**config.mk**
```make
export PLATFORM = sky130hd
export DESIGN_NAME = uart_baudgen_prog_flat
export DESIGN_NICKNAME = d
export VERILOG_FILES = /design/src/rtl/uart_pkg.sv /design/src/rtl/uart_baudgen_prog_if.sv /design/src/rtl/uart_tick_divider.sv /design/src/rtl/uart_baudgen_prog.sv /design/src/flat_wrapper.sv
export SDC_FILE = /design/constraint.sdc
export NUM_CORES = 1
export LEC_CHECK = 0
export CORE_ASPECT_RATIO = 0.75
export CORE_MARGIN = 8
export CORE_UTILIZATION = 31
export DETAILED_ROUTE_END_ITERATION = 10
export SLEW_MARGIN = 40
export SYNTH_ARGS = -nofsm -noshare
export SYNTH_HDL_FRONTEND = slang
export SYNTH_HIERARCHICAL = 1
export SYNTH_SLANG_ARGS = --single-unit
```
**constraint.sdc**
```tcl
create_clock -name clk -period 5.5 [get_ports clk]
set_clock_uncertainty 0.05 [all_clocks]
set_input_delay 1.375 -clock clk [delete_from_list [all_inputs] [get_ports clk]]
set_output_delay 1.375 -clock clk [all_outputs]
set_load 0.03 [all_outputs]
```
**src/rtl/uart_pkg.sv**
```systemverilog
// Shared UART definitions: default system/baud rates, a constant-foldable
// clog2 and the reset-time increment calculation for the fractional baud
// generator. Used by the baud generator and the uart_rx/uart_tx cores.
`timescale 1ns/1ps
package uart_pkg;

  // System defaults shared by every UART core
  localparam int unsigned UART_CLOCK_HZ = 25000000;
  localparam int unsigned UART_BAUD     = 9600;

  // Per-edge action of the phase accumulator, decoded from restart/enable
  typedef enum logic [1:0] {
    MODE_HOLD    = 2'd0,
    MODE_RUN     = 2'd1,
    MODE_RESTART = 2'd2
  } acc_mode_e;

  // Ceiling log2, usable in parameter expressions (clog2(1) = 0)
  function automatic int unsigned clog2(input int unsigned value);
    int unsigned result;
    int unsigned v;
    result = 0;
    v      = (value > 0) ? value - 1 : 0;
    while (v > 0) begin
      result = result + 1;
      v      = v >> 1;
    end
    return result;
  endfunction

  // Rounded fractional increment: BAUD*OVERSAMPLE/CLOCK scaled by 2^ACCWIDTH.
  // The guard bits keep the rounding bias below half an LSB. 64-bit maths
  // avoids overflow for high baud rates or wide accumulators.
  function automatic longint unsigned calc_baud_inc(
    input longint unsigned clock,
    input longint unsigned baud,
    input longint unsigned oversample,
    input longint unsigned accwidth,
    input longint unsigned roundbits
  );
    longint unsigned numer;
    longint unsigned denom;
    numer = ((baud * oversample) << (accwidth - (roundbits - 1))) + (clock >> roundbits);
    denom = clock >> (roundbits - 1);
    return numer / denom;
  endfunction

endpackage

```
**src/rtl/uart_baudgen_prog_if.sv**
```systemverilog
// Control/status bundle of the programmable baud generator. The master side
// (UART controller) programs the rate and restarts the phase; the slave side
// (the generator) returns the tick streams, the phase and the clamp flag.
`timescale 1ns/1ps
interface uart_baudgen_prog_if #(
  parameter int unsigned ACCWIDTH = 16,
  parameter int unsigned CW       = 4
);

  logic                enable;
  logic                inc_load;
  logic [ACCWIDTH:0]   inc_value;
  logic                restart;
  logic [CW-1:0]       restart_phase;
  logic                tick_os;
  logic                tick;
  logic [CW-1:0]       phase;
  logic                inc_clamped;

  modport master (
    output enable,
    output inc_load,
    output inc_value,
    output restart,
    output restart_phase,
    input  tick_os,
    input  tick,
    input  phase,
    input  inc_clamped
  );

  modport slave (
    input  enable,
    input  inc_load,
    input  inc_value,
    input  restart,
    input  restart_phase,
    output tick_os,
    output tick,
    output phase,
    output inc_clamped
  );

endinterface

```
**src/rtl/uart_tick_divider.sv**
```systemverilog
// Oversample phase counter: counts accumulator carries modulo OVERSAMPLE and
// emits a registered bit tick on the carry that wraps the count. A restart
// reloads the phase so the receiver can align to a start-bit edge.
`timescale 1ns/1ps
module uart_tick_divider
  import uart_pkg::*;
#(
  parameter int unsigned OVERSAMPLE = 16,
  parameter int unsigned CW         = clog2(OVERSAMPLE)
) (
  input  logic          clk,
  input  logic          rst_n,
  input  logic          i_carry,
  input  logic          i_restart,
  input  logic [CW-1:0] i_restart_phase,
  output logic          o_tick,
  output logic [CW-1:0] o_phase
);

  localparam logic [CW-1:0] LAST_PHASE = CW'(OVERSAMPLE - 1);

  logic [CW-1:0] r_cnt;
  logic          r_tick;
  logic [CW-1:0] w_cnt_next;
  logic          w_tick_next;
  logic          w_last;

  assign w_last = (r_cnt == LAST_PHASE);

  // Next phase/tick: restart wins over a carry; no carry means no tick
  always_comb begin
    w_cnt_next  = r_cnt;
    w_tick_next = 1'b0;
    if (i_restart) begin
      w_cnt_next  = i_restart_phase;
      w_tick_next = 1'b0;
    end else if (i_carry) begin
      w_cnt_next  = w_last ? '0 : r_cnt + CW'(1);
      w_tick_next = w_last;
    end
  end

  // Phase counter and bit-tick register
  always_ff @(posedge clk or negedge rst_n) begin
    if (!rst_n) begin
      r_cnt  <= '0;
      r_tick <= 1'b0;
    end else begin
      r_cnt  <= w_cnt_next;
      r_tick <= w_tick_next;
    end
  end

  assign o_tick  = r_tick;
  assign o_phase = r_cnt;

endmodule

```
**src/rtl/uart_baudgen_prog.sv**
```systemverilog
// Runtime-programmable fractional baud generator. A phase accumulator adds
// the increment every enabled clock; each carry out is an oversample tick and
// every OVERSAMPLE-th carry is a bit tick. The increment can be reloaded at
// any time without disturbing the accumulator, and the generator can be
// phase-restarted to align to an incoming start bit.
`timescale 1ns/1ps
module uart_baudgen_prog
  import uart_pkg::*;
#(
  parameter int unsigned CLOCK      = UART_CLOCK_HZ,
  parameter int unsigned BAUD       = UART_BAUD,
  parameter int unsigned OVERSAMPLE = 16,
  parameter int unsigned ACCWIDTH   = 16,
  parameter int unsigned ROUNDBITS  = 5
) (
  input  logic              clk,
  input  logic              rst_n,
  uart_baudgen_prog_if.slave bus
);

  localparam int unsigned CW = clog2(OVERSAMPLE);
  localparam logic [ACCWIDTH-1:0] DEFAULT_INC =
    ACCWIDTH'(calc_baud_inc(64'(CLOCK), 64'(BAUD), 64'(OVERSAMPLE),
                            64'(ACCWIDTH), 64'(ROUNDBITS)));

  // Architectural state
  logic [ACCWIDTH-1:0] r_acc;
  logic [ACCWIDTH-1:0] r_inc;
  logic                r_tick_os;
  logic                r_clamp;

  // Combinational next-state
  acc_mode_e           w_mode;
  logic [ACCWIDTH:0]   w_sum_full;
  logic                w_carry;
  logic [ACCWIDTH-1:0] w_acc_next;
  logic                w_tick_os_next;
  logic                w_div_carry;
  logic [ACCWIDTH-1:0] w_inc_next;
  logic                w_clamp_next;
  logic                w_tick;
  logic [CW-1:0]       w_phase;

  // One extra bit holds the carry; inc_r < 2^ACCWIDTH so at most one carry
  assign w_sum_full = {1'b0, r_acc} + {1'b0, r_inc};
  assign w_carry    = w_sum_full[ACCWIDTH];

  // Decode the per-edge action: restart has priority over enable
  always_comb begin
    w_mode = MODE_HOLD;
    if (bus.restart) begin
      w_mode = MODE_RESTART;
    end else if (bus.enable) begin
      w_mode = MODE_RUN;
    end
  end

  // Accumulator next value and oversample tick for the decoded action
  always_comb begin
    w_acc_next     = r_acc;
    w_tick_os_next = 1'b0;
    w_div_carry    = 1'b0;
    case (w_mode)
      MODE_RESTART: begin
        w_acc_next = '0;
      end
      MODE_RUN: begin
        w_acc_next     = w_sum_full[ACCWIDTH-1:0];
        w_tick_os_next = w_carry;
        w_div_carry    = w_carry;
      end
      default: begin
        // Disabled: fractional phase is preserved, no ticks
        w_acc_next = r_acc;
      end
    endcase
  end

  // Increment reload, independent of restart/enable; out-of-range saturates
  always_comb begin
    w_inc_next   = r_inc;
    w_clamp_next = r_clamp;
    if (bus.inc_load) begin
      if (bus.inc_value[ACCWIDTH]) begin
        w_inc_next   = '1;
        w_clamp_next = 1'b1;
      end else begin
        w_inc_next   = bus.inc_value[ACCWIDTH-1:0];
        w_clamp_next = 1'b0;
      end
    end
  end

  // Accumulator, increment, oversample tick and clamp flag registers
  always_ff @(posedge clk or negedge rst_n) begin
    if (!rst_n) begin
      r_acc     <= '0;
      r_inc     <= DEFAULT_INC;
      r_tick_os <= 1'b0;
      r_clamp   <= 1'b0;
    end else begin
      r_acc     <= w_acc_next;
      r_inc     <= w_inc_next;
      r_tick_os <= w_tick_os_next;
      r_clamp   <= w_clamp_next;
    end
  end

  // Phase counter; only sees carries from edges that actually ran
  uart_tick_divider #(
    .OVERSAMPLE (OVERSAMPLE),
    .CW         (CW)
  ) u_tick_divider (
    .clk             (clk),
    .rst_n           (rst_n),
    .i_carry         (w_div_carry),
    .i_restart       (bus.restart),
    .i_restart_phase (bus.restart_phase),
    .o_tick          (w_tick),
    .o_phase         (w_phase)
  );

  assign bus.tick_os     = r_tick_os;
  assign bus.tick        = w_tick;
  assign bus.phase       = w_phase;
  assign bus.inc_clamped = r_clamp;

endmodule
```
**src/flat_wrapper.sv**
```systemverilog
// flat-port wrapper written by rule: the top's interface ports become plain ports
module uart_baudgen_prog_flat import uart_pkg::*;
#(
  parameter int unsigned CLOCK      = UART_CLOCK_HZ,
  parameter int unsigned BAUD       = UART_BAUD,
  parameter int unsigned OVERSAMPLE = 16,
  parameter int unsigned ACCWIDTH   = 16,
  parameter int unsigned ROUNDBITS  = 5
)
  (clk, rst_n, bus_enable, bus_inc_load, bus_inc_value, bus_restart, bus_restart_phase, bus_tick_os, bus_tick, bus_phase, bus_inc_clamped);
  uart_baudgen_prog_if #(.ACCWIDTH(ACCWIDTH)) bus_i ();
  input  logic clk;
  input  logic rst_n;
  input wire logic [$bits(bus_i.enable)-1:0] bus_enable;
  input wire logic [$bits(bus_i.inc_load)-1:0] bus_inc_load;
  input wire logic [$bits(bus_i.inc_value)-1:0] bus_inc_value;
  input wire logic [$bits(bus_i.restart)-1:0] bus_restart;
  input wire logic [$bits(bus_i.restart_phase)-1:0] bus_restart_phase;
  output wire logic [$bits(bus_i.tick_os)-1:0] bus_tick_os;
  output wire logic [$bits(bus_i.tick)-1:0] bus_tick;
  output wire logic [$bits(bus_i.phase)-1:0] bus_phase;
  output wire logic [$bits(bus_i.inc_clamped)-1:0] bus_inc_clamped;
  assign bus_i.enable = bus_enable;
  assign bus_i.inc_load = bus_inc_load;
  assign bus_i.inc_value = bus_inc_value;
  assign bus_i.restart = bus_restart;
  assign bus_i.restart_phase = bus_restart_phase;
  assign bus_tick_os = bus_i.tick_os;
  assign bus_tick = bus_i.tick;
  assign bus_phase = bus_i.phase;
  assign bus_inc_clamped = bus_i.inc_clamped;
  uart_baudgen_prog #(.CLOCK(CLOCK), .BAUD(BAUD), .OVERSAMPLE(OVERSAMPLE), .ACCWIDTH(ACCWIDTH), .ROUNDBITS(ROUNDBITS)) u_core (.clk(clk), .rst_n(rst_n), .bus(bus_i));
endmodule
```
# Word-level counts from Yosys, hierarchy flattened
# Index checks and enable logic that the tools add are counted.
[totals]
regBits = 39
latch_bits = 0
mem_bits_rw = 0
romBits = 0
out_inout_bits = 7
elab_cells = 24
n_memories = 0
[classes]
n_addsub = 2
mul = 0
div_mod_pow = 0
n_lt_le_gt_ge = 0
n_eq_ne = 3
shifts = 0
mux = 11
bitwise_logic = 0
n_reduce_logical = 2
[ops]
columns = ["cell", "n"]
rows = [
  ["16-bit case mux with 2 select lines", 1],
  ["16-bit by 16-bit adder with 17-bit output", 1],
  ["16-bit 2-to-1 mux", 1],
  ["4-bit 2-to-1 mux", 3],
  ["1-bit 2-to-1 mux", 5],
  ["4-bit by 1-bit adder with 4-bit output, second input constant", 1],
  ["4-bit equality test, second input constant", 1],
  ["2-bit nonzero test", 2],
  ["2-bit by 1-bit equality test with 1-bit output, second input constant", 1],
  ["2-bit equality test, second input constant", 1],
  ["2-bit 2-to-1 mux", 1],
]

# Longest topological paths before layout
# Gate-level depths: netlist of run 1.
[logic_depth]
ltp_word = 6
depth_mapped = 11

# Cells and area by module
# The synthesis of run 1 kept the hierarchy.
[modules_own_cells]
columns = ["module", "instances", "cells_per_inst", "area_each_um2"]
rows = [
  ["uart_baudgen_prog", 1, 257, 2247.2],
  ["uart_tick_divider", 1, 29, 267.8],
]

# Worst setup path before layout of run 1
# OpenSTA, ideal clock, no wires.
[synth_timing]
path_kind = "register -> register"
start = "register u_core.r_inc[0]"
end = "register u_core.u_tick_divider.r_cnt[3], in the netlist u_core/u_tick_divider/o_phase[3]"
setup_ns = 0.134
t_arrival_ns = 2.609
required_time_ns = 5.316
path_slack_ns = 2.707
stages_incl_launch_ff = 12
path_buffers = 0
cell_sequence = "dfstp_2 -> ha_1 -> inv_1 -> fa_1 -> nor2b_1 -> o2111ai_2 -> a211oi_1 -> o21ai_0 -> a21oi_1 -> nand2_1 -> o21ai_0 -> o211ai_1"
[synth_between]
elab_chain_len = 3
[synth_rtl]
columns = ["item", "line", "text"]
rows = [
  ["start, declared", "uart_baudgen_prog.sv:28", "logic [ACCWIDTH-1:0] r_inc;"],
  ["start signal, assigned", "uart_baudgen_prog.sv:103", "r_inc <= w_inc_next;"],
  ["16-bit by 16-bit adder with 17-bit output", "uart_baudgen_prog.sv:45", "assign w_sum_full = {1'b0, r_acc} + {1'b0, r_inc};"],
  ["1-bit 2-to-1 mux", "uart_baudgen_prog.sv:63", "case (w_mode)"],
  ["named net u_core.w_div_carry", "uart_baudgen_prog.sv:38", "logic w_div_carry;"],
  ["2-bit nonzero test (no line)", "n/a", ""],
  ["end signal, assigned", "uart_tick_divider.sv:49", "r_cnt <= w_cnt_next;"],
  ["end, declared", "uart_tick_divider.sv:22", "logic [CW-1:0] r_cnt;"],
]
# The timed path passes the listed nets, and every way through them passes these cells.
# A chain may end at the register's enable or synchronous reset.

# Final worst setup path of run 1
# Same ends and word-level chain as after synthesis.

==> results of run 1 <==
[layout by cell type (no fill, tap or decap), drive strengths merged, types with 5 or more instances in the layout]
cell type / synthesis / layout
ha: 17 / 17
nand3: 8 / 8
clkdlybuf4s50: 0 / 29
o21ai: 20 / 20
clkbuf: 10 / 6
inv: 6 / 6
nor3: 8 / 8
dfrtp: 34 / 34
nor2: 45 / 45
mux2i: 6 / 6
nor2b: 5 / 5
a211oi: 5 / 5
nand2: 25 / 25
a21oi: 38 / 38
dfstp: 5 / 5
[power by group through the flow]
stage / registers (mW) / clock network, mW / logic [mW]
finish: 0.383 / 0.241 / 0.577
global route: 0.390 / 0.261 / 0.647
CTS: 0.383 / 0.248 / 0.571
detailed placement: 0.387 / 0 / 0.570
global placement: 0.387 / 0 / 0.564
floorplan: 0.388 / 0 / 0.433
[critical path, cell delays in order (launching register included)]
cell       delay (ns)
dfstp_2          0.54
ha_1             0.19
inv_1            0.07
fa_1             0.41
nor2b_1          0.19
o2111ai_2        0.21
a211oi_1         0.42
o21ai_0          0.17
a21oi_1          0.48
nand2_1          0.13
o21ai_0          0.17
o211ai_1         0.10
[per-layer routing]
metal | up-vias | track usage, % | routed length (um)
li1 | 1083 | - | -
met5 | - | 0 | 0
met2 | 54 | 16.2 | 2490
met1 | 979 | 15.7 | 3120
met3 | 5 | 3.42 | 386
met4 | 0 | 4.04 | 79
[through the flow]
step	cells	utilization, %	area (sq um)
after CTS	418	38.1	3000
after global placement	410	36.7	2890
final	418	38.0	3000
after floorplan	286	-	2510
after detailed placement	410	36.7	2890
after global routing	418	38.0	3000
[final timing paths]
path,start,endpoint,slack (ns),cells after the start
worst min register to register,u_core/r_inc[0],u_core/r_inc[0],0.45,2
min in group asynchronous,rst_n,u_core/bus.inc_clamped,0.98,1
max in group asynchronous,rst_n,u_core/r_inc[1],4.05,1
worst min-delay path,u_core/r_inc[0],u_core/r_inc[0],0.45,2
worst max register to register,u_core/r_inc[0],u_core/u_tick_divider/o_phase[3],2.25,11
worst max-delay path,u_core/r_inc[0],u_core/u_tick_divider/o_phase[3],2.25,11
[state kept, by name, indices dropped and copies added (netlist names)]
name,count
u_core/r_acc,16
u_core/bus.tick_os,1
u_core/u_tick_divider/o_phase,4
u_core/u_tick_divider/o_tick,1
u_core/r_inc,16
u_core/bus.inc_clamped,1
[cells by family after synthesis]
family | count (synthesis) | share of synthesized area (%)
mux | 8 | 3.28
fa+ha+maj | 18 | 9.25
compound gates | 87 | 23.0
flops | 39 | 39.1
buf+inv | 20 | 3.93
xor+xnor | 5 | 1.74
simple gates | 109 | 19.8
[final cells by class]
type | instances | share of cell area, %
sequential | 39 | 32.8
clock buffer | 6 | 2.42
multi-input combinational | 227 | 47.9
timing repair buffer | 33 | 10.5
clock inverter | 2 | 1.25
inverter | 6 | 0.752
tap | 105 | 4.39
==> flow_summary.ini, run 1 <==
[outcome]
status = completed

[global_route]
antenna_found_initial = 0
grt-ovfl-total = 0
grt_usage_pct = 11.3
grt_pass1_vias = 2103
grt_max_degree = 40
grt_pass1_wl_um = 10400

[place]
hpwl_um = 4560
numPortBuffers = 32
dpl_worst_slack_ns = 1.62
gp_congestion = 0.896

[sta]
fin_ws_ns = 2.25
rsz0062_at_grt = false
holdWs_ns = 0.455
fmax_mhz = 308
tightest_slew_ns = 0.569
slew_headroom_pct = 61.9
fin_crit_ns = 3.25
maxSlewViolCount = 0
hold_viol_final = 0
setup_viol = 0
period_share_pct = 59.0
setup_tns_ns = 0

[yosys]
syn-num-nets = 330
yosysTopAreaCellShare_pct = 33.8
yosys-top-cells-area = dfrtp_1, ha_1, a21oi_1, nor2_1, dfstp_2
synth_seq_cells = 39
synth_cell_type_count = 54
ys.warnings.count = 6
avgSynthCellArea_sq_um = 8.79
synthCells = 286
synth-edff-count = 0
yosysTopAreaCell = dfrtp_1
ys_top_cells_by_count = nor2_1, a21oi_1, dfrtp_1
yosysMostFrequentCell = nor2_1
synth_area_sq_um = 2510
yosys_most_used_dff = dfrtp_1
synth_seq_area_share_pct = 39.1
ys_async_sr_fraction_pct = 100

[cts]
cts_setup_buffers = 0
path_clk_slew_ns = 0.08
cts-resized-gates = 0
cts_max_level = 2
cts-root-buf = clkbuf_8
cts_tree = built
clock-sinks = 39
insertion_delay_ns = 0.30
ctsLongestPathBuffers = 2
numCtsBuffers = 5
cts_hold_buffers = 0

[drt]
post_drt_wl_per_cell_um = 14.5
drtIter0Drc = 157
num_vias = 2121
drc = 0
drt_pass1_iterations = 4
vias_per_cell = 5.07
drt_wl_total_um = 6080
ant_nets = 0

[cells_and_area]
antenna_cells = 0
drive_above_1_share_pct = 8.31
fin_nets = 356
area_growth_pct = 19.1
multi_input_area_sq_um = 1430
regArea_sq_um = 982
fillers = 812

[pwr]
ir_worst_vdd_v = 0.000152
leakage_nw = 1.21
pwr-share-comb_pct = 48.0
power_switching_mw = 0.489
finalPower_mw = 1.20
clkPwrFrac_pct = 20.1
intPower_mw = 0.712
swShare_pct = 40.7
pwr-share-seq_pct = 31.9
cellPowerDensity_nw_per_um2 = 401

[worst_setup_path]
critPathMaxFanout = 7
crit_path_end_kind = register
worstPathArrival_ns = 3.38
worst-endpoint-required_ns = 5.63
crit_path_start_kind = register
crit_type = register to register

[die]
die_width_um = 120
die_height_um = 94
start_util_pct = 31.9
rows = 28
die-area_sq_um = 11300
core_area_sq_um = 7880
io_pins = 33

[min_path]
min_path_type = register to register

[flow_run]
maxCapViolCount = 0
(Power assumes the default switching activity.)
==> run 2, diff against run 1 <==
==> constraint.sdc (replaced) <==
create_clock -name clk -period 2.8 [get_ports clk]
set_clock_uncertainty 0.05 [all_clocks]
set_input_delay 0.7 -clock clk [delete_from_list [all_inputs] [get_ports clk]]
set_output_delay 0.7 -clock clk [all_outputs]
set_load 0.03 [all_outputs]
==> run 2 against run 1 <==
Clock-buffer cell count down 1; cell area up 3.2%; critical path depth up 1; final cell count up 1.9%; combinational power up 110%; fmax up 23%; largest power group unchanged; via count up 1.3%; largest cell class unchanged.
==> flow_summary.ini, run 2 (synthesized netlist as in run 1, its figures left out) <==
[outcome]
status = completed

[die]
rows = 28
die_width_um = 120
io_pins = 33
core_area_sq_um = 7880
die_height_um = 94
die-area_sq_um = 11300
start_util_pct = 31.9

[cells_and_area]
area_growth_pct = 22.9
postLayoutCellArea_sq_um = 3090
final_cell_mix = nor2_1, a21oi_1, dfrtp_1, clkdlybuf4s50_1, nand2_1
final_core_util_pct = 39.2
layout.cells.non_filler = 426
fin_nets = 364
layout_commonest_cell = nor2_1
antenna_cells = 0
drive_above_1_share_pct = 12.8

[worst_setup_path]
crit_path_start_kind = register
path_delay_family = compound AO/OA/AOI/OAI gates
worst_path_largest_cell_delay_ns = 0.56
worstPathArrival_ns = 2.76
critPathMaxFanout = 7
cp_cell_sequence = ha_4 > inv_2 > fa_2 > nor2b_4 > o2111ai_4 > a211oi_2 > o21ai_1 > a21oi_1 > buf_4 > nand2_2 > o21ai_2 > o211ai_1
crit_path_end_kind = register
rrSetupSlack_ns = 0.16
worst-endpoint-required_ns = 2.92
cp_slowest_cell = dfstp_2
r2r_cells = 12
cp_num_buf_inv = 2
worstReg2RegStart = u_core/r_inc[0]
r2r_end = u_core/u_tick_divider/o_phase[3]
crit_type = register to register

[drt]
num_vias = 2149
drc = 0
drtIter0Drc = 186
drt_wl_total_um = 6090
vias_per_cell = 5.04
drt_pass1_iterations = 5
ant_nets = 0
post_drt_wl_per_cell_um = 14.3

[sta]
fmax_mhz = 378
hold_viol_final = 0
setup_viol = 0
rsz0062_at_grt = true
maxSlewViolCount = 0
holdWs_ns = 0.327
fin_crit_ns = 2.64
slew_headroom_pct = 64.4
tightest_slew_ns = 0.533
period_share_pct = 94.4

[pwr]
finalPower_mw = 2.32
ir_worst_vdd_v = 0.000297
cellPowerDensity_nw_per_um2 = 750
leakage_nw = 1.25

[cts]
ctsLongestPathBuffers = 2
cts_hold_buffers = 0
path_clk_slew_ns = 0.08
insertion_delay_ns = 0.28
cts-root-buf = clkbuf_8
numCtsBuffers = 5
clock-sinks = 39
cts_max_level = 2
cts_tree = built

[global_route]
grt_usage_pct = 10.9
antenna_found_initial = 0
grt_max_degree = 40
grt_pass1_wl_um = 10200
grt-ovfl-total = 0
grt_pass1_vias = 2055

[min_path]
min_path_type = input pin to asynchronous set/reset pin

[place]
hpwl_um = 4430
numPortBuffers = 32
dpl.cell_count = 415
postPlaceCellArea_sq_um = 2930
gp_congestion = 0.859

[flow_run]
maxCapViolCount = 0
## run 2: cell count changes in the layout (fill, tap and decap cells not counted), sizes merged
cell           change
buf                +6
bufinv             -1
clkbuf             -1
clkinvlp           +1
clkdlybuf4s50      +2
clkinv             +1
## run 2: area by class of cell
cell class / instances / area, sq um
Fill cell: 779 / 4790
Multi-Input combinational cell: 227 / 1480
Sequential cell: 39 / 982
Timing Repair Buffer: 41 / 385
Tap cell: 105 / 131
Clock buffer: 5 / 68.8
Inverter: 6 / 22.5
Clock inverter: 3 / 20.0
## run 2: repair_timing
action	4_1_cts	5_1_grt
gates resized for setup	1	13
buffers inserted	1	2
endpoints found under the setup margin	4	5
pin swaps	1	9
## run 2: how the worst max path moves through the flow
stage | endpoint | startpoint | slack (ns) | cells after the start
floorplan | u_core/u_tick_divider/o_phase[3] | u_core/r_inc[0] | 0.007 | 11
global placement | u_core/u_tick_divider/o_phase[3] | u_core/r_inc[0] | -0.06 | 12
detailed placement | u_core/u_tick_divider/o_phase[3] | u_core/r_inc[0] | -0.13 | 12
CTS | u_core/u_tick_divider/o_phase[3] | u_core/r_inc[0] | 0.02 | 12
global route | u_core/u_tick_divider/o_phase[3] | u_core/r_inc[0] | -0.02 | 12
finish | u_core/u_tick_divider/o_phase[3] | u_core/r_inc[0] | 0.16 | 12
## run 2: metrics by stage
step | setup WS [ns] | setup TNS [ns]
2_1_floorplan | 0.00735 | 0
3_3_place_gp | -0.0565 | -0.0565
3_5_place_dp | -0.127 | -0.280
4_1_cts | 0.0184 | 0
5_1_grt | -0.0194 | -0.0678
6_report | 0.156 | 0
## run 2: power breakdown
group	leakage, nW	switching, mW	internal, mW	total [mW]
Combinational	0.750	0.697	0.493	1.19
Clock	0.0402	0.202	0.173	0.375
Sequential	0.463	0.0796	0.672	0.752
Total	1.25	0.979	1.34	2.32
## run 2: routing by layer
metal | wire, um | share of wire (%) | vias to the layer above | global-route usage [%]
met2 | 2590 | 43 | 59 | 16.5
met5 | 0 | 0 | - | 0
li1 | - | - | 1095 | -
met4 | 50 | 0.82 | 0 | 2.59
met3 | 313 | 5.1 | 4 | 2.34
met1 | 3130 | 51 | 991 | 15.3
==> RTL edit 1: new RTL, flow settings as in run 2 <==
Reset style: synchronous (`rst_n`), changed in 2 clocked blocks.
--- a/src/rtl/uart_tick_divider.sv
+++ b/src/rtl/uart_tick_divider.sv
@@ -42,5 +42,5 @@
 
   // Phase counter and bit-tick register
-  always_ff @(posedge clk or negedge rst_n) begin
+  always_ff @(posedge clk) begin
     if (!rst_n) begin
       r_cnt  <= '0;
--- a/src/rtl/uart_baudgen_prog.sv
+++ b/src/rtl/uart_baudgen_prog.sv
@@ -93,5 +93,5 @@
 
   // Accumulator, increment, oversample tick and clamp flag registers
-  always_ff @(posedge clk or negedge rst_n) begin
+  always_ff @(posedge clk) begin
     if (!rst_n) begin
       r_acc     <= '0;
Formal check against the unedited RTL: differs if rst_n is asserted again (counterexample within 4 cycles, from zero or initial values and one cycle with rst_n low); with rst_n held inactive, the same outputs for 4 cycles.
==> RTL edit 1 against run 2 <==
Sequential cell count did not move. Area after synthesis shrank 7.7%. Setup slack better by 0.059 ns. Count of clock-buffer cells in the layout up 1. Utilization grew 0.18 points. Wire length is 1.0% lower. Cell area shrank 7.0%. Critical path type unchanged. Critical endpoint is now u_core/u_tick_divider/o_phase[1]$_SDFFE_PN0P_. Highest routed layer unchanged.
Power is not compared: it rests on default switching activity, and its combinational part moved more than twofold at a synthesized area within 25%.
==> RTL edit 1: results (changes against run 2) <==
stage,metric,value,unit,change
outcome,status,finished clean,,
placed_design,gp_congestion,0.808,,-5.9%
global_route,grt_use_total,12.1,%,+1.2 points
placed_design,numPortBuffers,32,,unchanged
critical_path,cp_max_fo,3,,-4
logic_synthesis,synth_seq_area_share,33.6,%,-5.4 points
global_route,grt_pass1_vias,2025,,-1.5%
logic_synthesis,synth_edf_count,0,,unchanged
routing,routed_wl,6.02,mm,-1.0%
placed_design,placed_area,2750,sq um,-6.4%
worst_hold_path,whs_path_depth,2,,
final_layout,layout.nets,339,,-6.9%
global_route,grt_pass1_wl,10.2,mm,+0.61%
logic_synthesis,syn-instance-count,263,,-8.0%
final_layout,drive_gt1_share,12.5,%,-0.27 points
placed_design,place_hpwl,4.51,mm,+1.9%
logic_synthesis,synth.distinct_cells,53,,-1.9%
cts,clock_latency,0.30,ns,+0.02 ns
global_route,grt_max_degree,21,,-48%
cts,postCtsSetupRepairBufs,0,,-1
timing,timing.slew.headroom,50.4,%,-14 points
critical_path,r2r-start,u_core/r_inc[0]$_SDFFE_PN1P_,,
final_layout,n_fill_cell,746,,-4.2%
critical_path,crit_start,u_core/r_inc[0]$_SDFFE_PN1P_,,
cts,cts_resized,0,,-1
routing,drtIter0Drc,152,,-18%
worst_hold_path,hold_class,reg -> reg,,
logic_synthesis,synth_xor_area_share,2.26,%,+0.52 points
routing,first_pass_iters,4,,-1
critical_path,reg2reg_to,u_core/u_tick_divider/o_phase[1]$_SDFFE_PN0P_,,
logic_synthesis,ys.flop_type,dfxtp_1,,
logic_synthesis,synth_top_cells_by_count,"dfxtp_1, nand2_1, a21oi_1",,
critical_path,r2r_cells,11,,-1
timing,whs,0.411,ns,+0.0841 ns
logic_synthesis,synthesis.nets,307,,-7.0%
logic_synthesis,synth_top_area_share,33.6,%,-0.19 points
logic_synthesis,async_flop_share,0,%,-100 points
logic_synthesis,synth-compound-area-share,28.5,%,+5.5 points
placed_design,dp_cells,389,,-6.3%
logic_synthesis,yosys-top-cells-area,"dfxtp_1, ha_1, o221a_2, a21oi_1, nand2_1",,
timing,worst_slack,0.214,ns,+0.0587 ns
logic_synthesis,synthMuxAreaShare,2.64,%,-0.64 points
final_layout,fin_cells,397,,-6.8%
logic_synthesis,synthAdderAreaFrac,10.0,%,+0.77 points
critical_path,crit_arrival,2.73,ns,-0.03 ns
placed_design,dp_slack,0.174,ns,+0.301 ns
routing,vias,2060,,-4.1%
-- RTL edit 1: cell types whose count changed in the layout (fill, tap and decap cells not counted), sizes merged, moves of 4 or more --
cell and change:
o221a +10, nand3 +6, o21ai -8, nor2 -34
a21o +4, dfxtp +39, a21oi -15, dfstp -5
inv +4, dfrtp -34, o22ai +7
-- RTL edit 1: layer usage --
layer / share of wire, % / global-route usage (%) / wire length (um)
met3: 6.4 / 3.84 / 384
met2: 40 / 16.7 / 2410
met4: 1.1 / 4.84 / 66
met1: 52 / 16.8 / 3160
met5: 0 / 0 / 0
-- RTL edit 1: cell families after synthesis --
| kind of cell | Yosys count |
|---|---|
| muxes | 6 |
| AOI/OAI and AO/OA | 87 |
| DFF | 39 |
| adders and majority gates | 18 |
| buffers and inverters | 26 |
| and+or+nand+nor | 81 |
| xor gates and xnor gates | 6 |
-- RTL edit 1: worst max-delay path, stage by stage, from the launching register on --
cell and delay (ns):
dfxtp_1 0.34, ha_1 0.17, inv_1 0.05, fa_1 0.41, nor2b_1 0.20, o2111ai_2 0.15, nand4bb_1 0.20, a311oi_2 0.14
nor3_2 0.27, mux2_2 0.36, nand2_1 0.06, a21oi_1 0.06
-- RTL edit 1: cell type report --
cell class	count	area, sq um	share of cell area, %
multi-input cells	198	1430	49.6
repair buffers	41	388	13.5
clock inverters	2	35.0	1.22
flip-flops and latches	39	781	27.2
clock buffers	6	82.6	2.87
inverters	10	37.5	1.31
well taps	101	126	4.40
-- RTL edit 1: power groups by stage --
stage          Clock, mW  Combinational (mW)  Sequential [mW]
2_1_floorplan          0               0.178            0.620
3_3_place_gp           0               0.267            0.618
3_5_place_dp           0               0.269            0.619
4_1_cts            0.508               0.271            0.606
5_1_grt            0.526               0.301            0.610
6_report           0.500               0.273            0.605
==> RTL edit 2: new RTL, flow settings as in run 2 <==
Without the edit above. `ACCWIDTH` is set to 16 in 3 places; all go to 32.
--- a/src/rtl/uart_baudgen_prog_if.sv
+++ b/src/rtl/uart_baudgen_prog_if.sv
@@ -4,5 +4,5 @@
 `timescale 1ns/1ps
 interface uart_baudgen_prog_if #(
-  parameter int unsigned ACCWIDTH = 16,
+  parameter int unsigned ACCWIDTH = 32,
   parameter int unsigned CW       = 4
 );
--- a/src/rtl/uart_baudgen_prog.sv
+++ b/src/rtl/uart_baudgen_prog.sv
@@ -11,5 +11,5 @@
   parameter int unsigned BAUD       = UART_BAUD,
   parameter int unsigned OVERSAMPLE = 16,
-  parameter int unsigned ACCWIDTH   = 16,
+  parameter int unsigned ACCWIDTH   = 32,
   parameter int unsigned ROUNDBITS  = 5
 ) (
--- a/src/flat_wrapper.sv
+++ b/src/flat_wrapper.sv
@@ -5,5 +5,5 @@
   parameter int unsigned BAUD       = UART_BAUD,
   parameter int unsigned OVERSAMPLE = 16,
-  parameter int unsigned ACCWIDTH   = 16,
+  parameter int unsigned ACCWIDTH   = 32,
   parameter int unsigned ROUNDBITS  = 5
 )
Ports: changed (resized bus_inc_value); port bits go from 33 to 49. The function was not compared with the original's and may differ.
==> RTL edit 2 against run 2 <==
Sequential cell count increased by 32. Area after synthesis increased by 87%. Setup slack got worse by 0.094 ns. Power increased by 140%. Utilization increased by 0.39 points. Wire length increased by 110%. Cell area increased by 93%. Largest power group unchanged. Global-route usage increased by 2.4 points. Via count increased by 96%.
==> RTL edit 2: results (changes against run 2) <==
stage,metric,value,unit,change
global_route,grt_use_total,13.3,%,+2.4 points
pwr,vdd_drop_max,0.357,mV,+20%
timing,whs,0.294,ns,-0.0324 ns
cts,path_clk_slew,0.06,ns,-0.02 ns
logic_synthesis,synth_top_cells_by_count,"nor2_1, a21oi_1, dfrtp_1",,
global_route,grt_pass1_vias,4145,,+100%
cts,cts.sinks,71,,+82%
routing,routed_wl,12.6,mm,+110%
floorplan,core-area,15000,sq um,+91%
pwr,power,5.65,mW,+140%
final_layout,nonClockInverterCount,14,,+8
cts,cts_htree_levels,3,,+1
final_layout,clk_share,5.19,%,+2.3 points
final_layout,multi_input_comb_area,2820,sq um,+91%
outcome,status,finished clean,,
routing,first_pass_iters,4,,-1
global_route,use_met1,17.8,%,+2.5 points
final_layout,drive_gt1_share,15.0,%,+2.2 points
final_layout,buffer_area_share,12.1,%,-0.40 points
placed_design,placed_area,5530,sq um,+89%
cts,cts_buffers,9,,+4
cts,clock_latency,0.33,ns,+0.05 ns
logic_synthesis,syn-instance-count,548,,+92%
routing,drtIter0Drc,204,,+9.7%
global_route,grt_pass1_wl,20.8,mm,+100%
final_layout,seq-cell-share,30.1,%,-1.6 points
pwr,power.share.clock,20.8,%,+4.6 points
final_layout,seqCellArea,1790,sq um,+83%
logic_synthesis,synth.distinct_cells,68,,+26%
[RTL edit 2: worst max-delay path, stage by stage (launching register included)]
cell	delay, ns
dfstp_2	0.55
ha_4	0.13
inv_2	0.03
fa_2	0.36
nor2b_4	0.12
o31a_1	0.18
o2111ai_2	0.14
and4_4	0.22
o21ai_4	0.13
nand3_2	0.10
a21oi_4	0.26
nand2_2	0.08
o21ai_1	0.13
o211ai_1	0.12
[RTL edit 2: layer usage]
metal	vias to the layer above	share of wire (%)
met3	12	4.3
met1	2016	49
li1	2113	-
met2	80	46
met5	-	0
met4	0	1.4
[RTL edit 2: repair_timing]
action,CTS,global route
pin swaps,9,7
gates resized for setup,4,6
setup endpoints to repair,4,8
setup buffers,3,5
[RTL edit 2: kinds of logic after synthesis]
group / after synthesis / share of synthesized area (%)
flops: 71 / 38.1
xor+xnor: 13 / 2.42
fa+ha+maj: 34 / 9.19
mux: 9 / 1.94
buf+inv: 39 / 3.32
simple gates: 196 / 19.1
compound gates: 186 / 25.9
